==> src/rtl/fetch_unit_pkg.sv <==
// fetch_unit_pkg
//   Shared definitions for the instruction fetch front end: machine width,
//   the FETCH_PACKET handed to the instruction buffer, the fetch FSM state
//   encoding (visible to benches) and a small count-clamping helper.
//   N must be a power of two and at least 2.
package fetch_unit_pkg;

  localparam int N               = 2;
  localparam int XLEN            = 32;
  localparam int NUM_SCALAR_BITS = $clog2(N + 1);
  // Word offset width inside a block and the block alignment in bytes (log2)
  localparam int OFF_W           = $clog2(N);
  localparam int BLK_LSB         = $clog2(N * 4);

  typedef struct packed {
    logic [31:0]     inst;
    logic [XLEN-1:0] pc;
    logic [XLEN-1:0] npc;
    logic            valid;
  } fetch_packet_t;

  typedef enum logic [1:0] {
    FETCH_REQ,
    FETCH_WAIT,
    FETCH_DELIVER,
    FETCH_DROP
  } fetch_state_t;

  // Number of packets that can move this cycle: what the block still holds,
  // bounded by the free slots the buffer advertises.
  function automatic logic [NUM_SCALAR_BITS-1:0] clamp_count(
    input logic [NUM_SCALAR_BITS-1:0] avail,
    input logic [NUM_SCALAR_BITS-1:0] spots
  );
    return (spots < avail) ? spots : avail;
  endfunction

endpackage

==> src/rtl/fetch_unit.sv <==
// fetch_unit
//   Sequential-PC instruction fetcher. Requests one aligned N-word block at a
//   time, latches the returned block, and streams it to the instruction buffer
//   as up to N packets per cycle limited by the buffer's free spots. A restore
//   redirects the PC and discards any response still in flight.
//
// Ports
//   clock, reset_n        : clock, synchronous active-low reset
//   inst_buffer_spots     : free instruction-buffer slots (0..N)
//   restore_valid/_pc     : redirect request and target PC
//   inst_buffer_inputs    : packets to the buffer, oldest in slot 0
//   instructions_valid    : number of valid packets (slots 0..count-1)
//   imem_req_valid/_addr  : block request, address aligned to N*4
//   imem_req_ready        : memory accepts the request
//   imem_resp_valid/_data : returned block, word i at block_addr + 4i
module fetch_unit
  import fetch_unit_pkg::*;
#(
  parameter logic [XLEN-1:0] RESET_PC = '0
) (
  input  logic                       clock,
  input  logic                       reset_n,
  input  logic [NUM_SCALAR_BITS-1:0] inst_buffer_spots,
  input  logic                       restore_valid,
  input  logic [XLEN-1:0]            restore_pc,
  output fetch_packet_t [N-1:0]      inst_buffer_inputs,
  output logic [NUM_SCALAR_BITS-1:0] instructions_valid,
  output logic                       imem_req_valid,
  output logic [XLEN-1:0]            imem_req_addr,
  input  logic                       imem_req_ready,
  input  logic                       imem_resp_valid,
  input  logic [N*32-1:0]            imem_resp_data
);

  fetch_state_t               state, state_next;
  logic [XLEN-1:0]            pc, pc_next;
  logic [N*32-1:0]            block;
  logic                       load_block;
  logic [OFF_W-1:0]           off;
  logic [NUM_SCALAR_BITS-1:0] avail;
  logic [NUM_SCALAR_BITS-1:0] count;

  // pc may point into the middle of a block after a misaligned redirect;
  // only words from that offset onward belong to the stream.
  assign off   = pc[BLK_LSB-1:2];
  assign avail = NUM_SCALAR_BITS'(N) - NUM_SCALAR_BITS'(off);
  assign count = (reset_n && !restore_valid && state == FETCH_DELIVER)
                 ? clamp_count(avail, inst_buffer_spots) : '0;

  assign instructions_valid = count;
  assign imem_req_valid     = reset_n && (state == FETCH_REQ);
  assign imem_req_addr      = {pc[XLEN-1:BLK_LSB], {BLK_LSB{1'b0}}};

  always_comb begin
    logic [OFF_W-1:0] widx;
    widx               = '0;
    inst_buffer_inputs = '0;
    for (int j = 0; j < N; j++) begin
      if (NUM_SCALAR_BITS'(j) < count) begin
        // j < count <= avail keeps off + j inside the block
        widx = off + OFF_W'(j);
        inst_buffer_inputs[j].inst  = block[32*widx +: 32];
        inst_buffer_inputs[j].pc    = pc + XLEN'(4 * j);
        inst_buffer_inputs[j].npc   = pc + XLEN'(4 * j + 4);
        inst_buffer_inputs[j].valid = 1'b1;
      end
    end
  end

  always_comb begin
    state_next = state;
    pc_next    = pc + (XLEN'(count) << 2);
    load_block = 1'b0;
    case (state)
      FETCH_REQ:     if (imem_req_ready) state_next = FETCH_WAIT;
      FETCH_WAIT:    if (imem_resp_valid) begin
                       state_next = FETCH_DELIVER;
                       load_block = 1'b1;
                     end
      FETCH_DELIVER: if (count == avail) state_next = FETCH_REQ;
      FETCH_DROP:    if (imem_resp_valid) state_next = FETCH_REQ;
      default:       state_next = FETCH_REQ;
    endcase

    if (restore_valid) begin
      pc_next    = restore_pc;
      load_block = 1'b0;
      // A request that is (or may become) outstanding must have its response
      // swallowed. If that response shows up in the very redirect cycle it is
      // already gone, so waiting for another one would hang the front end.
      case (state)
        FETCH_REQ:  state_next = imem_req_ready  ? FETCH_DROP : FETCH_REQ;
        FETCH_WAIT: state_next = imem_resp_valid ? FETCH_REQ  : FETCH_DROP;
        FETCH_DROP: state_next = imem_resp_valid ? FETCH_REQ  : FETCH_DROP;
        default:    state_next = FETCH_REQ;
      endcase
    end
  end

  always_ff @(posedge clock) begin
    if (!reset_n) begin
      state <= FETCH_REQ;
      pc    <= RESET_PC;
      block <= '0;
    end else begin
      state <= state_next;
      pc    <= pc_next;
      if (load_block) block <= imem_resp_data;
    end
  end

endmodule

==> config.mk <==
export PLATFORM = sky130hd
export DESIGN_NAME = fetch_unit
export DESIGN_NICKNAME = d
export VERILOG_FILES = /design/src/rtl/fetch_unit_pkg.sv /design/src/rtl/fetch_unit.sv
export SDC_FILE = /design/constraint.sdc
export NUM_CORES = 1
export LEC_CHECK = 0
export CORE_MARGIN = 2
export CORE_UTILIZATION = 42
export DETAILED_ROUTE_END_ITERATION = 8
export PLACE_DENSITY_LB_ADDON = 0.12
export SYNTH_ARGS = -nofsm -noshare
export SYNTH_HDL_FRONTEND = slang
export SYNTH_SLANG_ARGS = --single-unit
==> constraint.sdc <==
create_clock -name clock -period 5.2 [get_ports clock]
set_clock_uncertainty 0.15 [all_clocks]
set_input_delay 1.56 -clock clock [delete_from_list [all_inputs] [get_ports clock]]
set_output_delay 1.56 -clock clock [all_outputs]
set_load 0.05 [all_outputs]
==> results.toml <==
[outcome]
outcome = "completed"

[synthesis]
yosys-top-cells-count = "149 x nand2_1, 98 x dfxtp_1, 84 x nor2_1"
synth_cell_types = 49
ys.flop_type = "dfxtp_1"
synth_edf_count = 0
synth_seq_area_share_pct = 28.1
ys.warnings.count = 0
synth_top_area_share_pct = 28.1
synth_cells = 956
synth_area_leaders = "dfxtp_1 28%, nand2_1 8.0%, a21boi_0 6.9%"
synth_area_leader_cell = "dfxtp_1"
yosysMostFrequentCell = "nand2_1"
synth_area_mm2 = 0.00699
synth_area_per_cell_um2 = 7.31
ys_seq_elements = 98
async_flop_share_pct = 0

[global_routing]
grt_overflow = 0
grtUsageTotal_pct = 30.3
antenna_found_initial = 4
grt_max_degree = 100
grt_pass1_vias = 7760
grt_pass1_wl_um = 42500

[power_and_ir_drop]
power_frac_seq_pct = 43.1
clockPowerShare_pct = 35.9
power_leakage_uw = 0.00453
p_total_uw = 1960
max-vdd-ir-drop_v = 0.000144
p_int_uw = 1350
p_sw_share_pct = 31.1
powerDensity_mw_per_mm2 = 156
p_comb_share_pct = 21.0
p_sw_uw = 608

[layout]
final_cells = 1429
multi_input_area_mm2 = 0.00443
nFillCells = 1122
nNetsFinal = 1312
drive_above_1_share_pct = 23.7
syn_to_final_growth_pct = 79.8
regArea_mm2 = 0.00196

[route]
avgViaCountPerCell = 5.49
drt_iter0_drc = 629
drc_errors = 0
drt_wl_total_um = 27300
drt-wirelength-per-cell_um = 19.1
ant_nets = 0
firstDrtPassIters = 7
vias = 7847

[sta]
tightestPinTransition_ns = 0.900
slew-limit-headroom_pct = 40.0
finalSetupViolCount = 0
period_share_pct = 97.6
fin_crit_ns = 5.07
hold_viol = 0
clock.fmax_mhz = 197
slew_violations = 0

[floorplanning]
core_area_mm2 = 0.0164
die_w_um = 133
placementRows = 47
die_area_mm2 = 0.0177
initial_core_util_pct = 42.6
die_h_um = 133
io_pins = 332

[setup_path]
path_common_cell = "buf_12"
crit_type = "primary input to output pin"
critical-path-top-delay-family = "buffers and inverters"
cp_num_buf_inv = 5
endpoint_kind = "output pin"
cp_max_fo = 14
worstReg2RegEnd = "pc[30]"
worstPathArrival_ns = 3.36
crit_path_start_kind = "primary input"
r2r_start = "pc[2]"
slowest_stage = "clkdlybuf4s50_1"
max_stage_delay_ns = 0.47
critPathRequiredTime_ns = 3.49
r2r_slack_ns = 1.50
r2r_cells = 11
cp_cell_sequence = "clkdlybuf4s50_1 > nor4bb_4 > buf_4 > o21ai_4 > inv_2 > buf_12 > and2_2 > mux2_2 > buf_12"

[clocking]
clk_latency_ns = 0.36
cts_made_buffers = 9
clockRootBuffer = "clkbuf_16"
htreeDepth = 3
clk_path_buf_depth = 2
cts_sinks = 98
tritoncts = "built"
clk_pin_slew_ns = 0.07

[run]
maxCapViolCount = 0

[placed_design]
io_buffers = 328
place_congestion = 0.886
dp_hpwl_um = 20300
dpl.cell_count = 1408

[worst_hold_path]
hp-start = "block[14]"
holdCritPathClass = "flip-flop to flip-flop"
holdPathEnd = "block[14]"
holdPathStages = 2
sequential cells by signal (all words and copies together) (netlist names):
signal  flops
state       2
pc         32
block      64
cell type report:
class / instances / area share, %
timing repair buffer: 362 / 44.2
multi-input combinational: 723 / 35.3
sequential: 98 / 15.6
tap: 220 / 2.19
clock buffer: 9 / 1.79
clock inverter: 7 / 0.627
inverter: 7 / 0.209
antenna: 3 / 0.0597
per-stage QoR:
| step | cell area [um2] | worst slack (ns) | utilization, % | TNS (ns) | hold slack (ns) |
|---|---|---|---|---|---|
| after global routing | 12600 | -0.000543 | 76.6 | -0.000543 | 0.337 |
| after floorplan | 7050 | -0.162 | - | -0.361 | 0.293 |
| after global placement | 12200 | 0.148 | 74.5 | 0 | 0.302 |
| after detailed placement | 12200 | -0.0117 | 74.5 | -0.0117 | 0.308 |
| after CTS | 12500 | 0.0293 | 76.4 | 0 | 0.319 |
| final | 12600 | 0.126 | 76.6 | 0 | 0.316 |
worst register-to-register path: stages (launching register included):
cell	delay (ns)
dfxtp_2	0.36
buf_4	0.56
nor2b_4	0.18
buf_12	0.20
nor2_4	0.13
ha_1	0.17
inv_1	0.06
fa_1	0.40
nand3b_1	0.31
or4_4	0.52
or4_1	0.43
a31oi_1	0.18
repair_timing:
action	CTS	global route
setup buffers	0	1
gates resized for setup	0	1
endpoints found under the setup margin	0	16
hold endpoints to repair	0	0
hold buffers	0	0
power by group through the flow:
stage | Combinational [uW] | Clock, uW | Sequential (uW)
2_1_floorplan | 274 | 0 | 813
3_3_place_gp | 403 | 0 | 856
3_5_place_dp | 408 | 0 | 858
4_1_cts | 409 | 708 | 841
5_1_grt | 435 | 741 | 849
6_report | 410 | 702 | 843
worst max path at each step:
stage / from / to / depth (start not counted)
after floorplan: reset_n / inst_buffer_inputs[126] / 7
after CTS: restore_valid / inst_buffer_inputs[32] / 8
after detailed placement: restore_valid / pc[30] / 12
after global placement: restore_valid / inst_buffer_inputs[29] / 8
final: restore_valid / inst_buffer_inputs[32] / 9
after global routing: restore_valid / inst_buffer_inputs[24] / 9
per-layer routing:
metal	vias to the layer above	part of all wire (%)	wire [um]	track usage, %
met2	350	51	13900	53.5
met5	-	0.037	10	0
met4	2	3.7	1010	13.7
li1	3753	-	-	-
met3	64	8.6	2340	8.58
met1	3678	37	10100	33.7
cells in the final DEF (no fill, tap or decap), drive strengths merged, types with 10 or more instances in the layout:
cell type / synthesis / final
or3: 31 / 31
nor2: 84 / 84
clkdlybuf4s50: 0 / 130
and3: 51 / 51
o21ai: 54 / 54
a21boi: 64 / 64
clkbuf: 66 / 10
buf: 64 / 231
dfxtp: 98 / 98
nand2: 149 / 149
o31ai: 12 / 12
and2: 36 / 36
or4: 15 / 15
xor2: 17 / 17
mux2i: 37 / 37
a21oi: 37 / 37
a31oi: 15 / 15
nand4: 18 / 18
xnor2: 18 / 18
nor4: 12 / 12
cell families after synthesis:
group / share of synthesized area [%]
flip-flops: 28.1
buffers and inverters: 9.99
XOR/XNOR: 4.38
AND/OR/NAND/NOR: 31.8
other: 0.0536
adder cells (fa/ha/maj): 1.54
AO/OA/AOI/OAI: 17.8
multiplexers: 6.42
(Power assumes the default switching activity.)
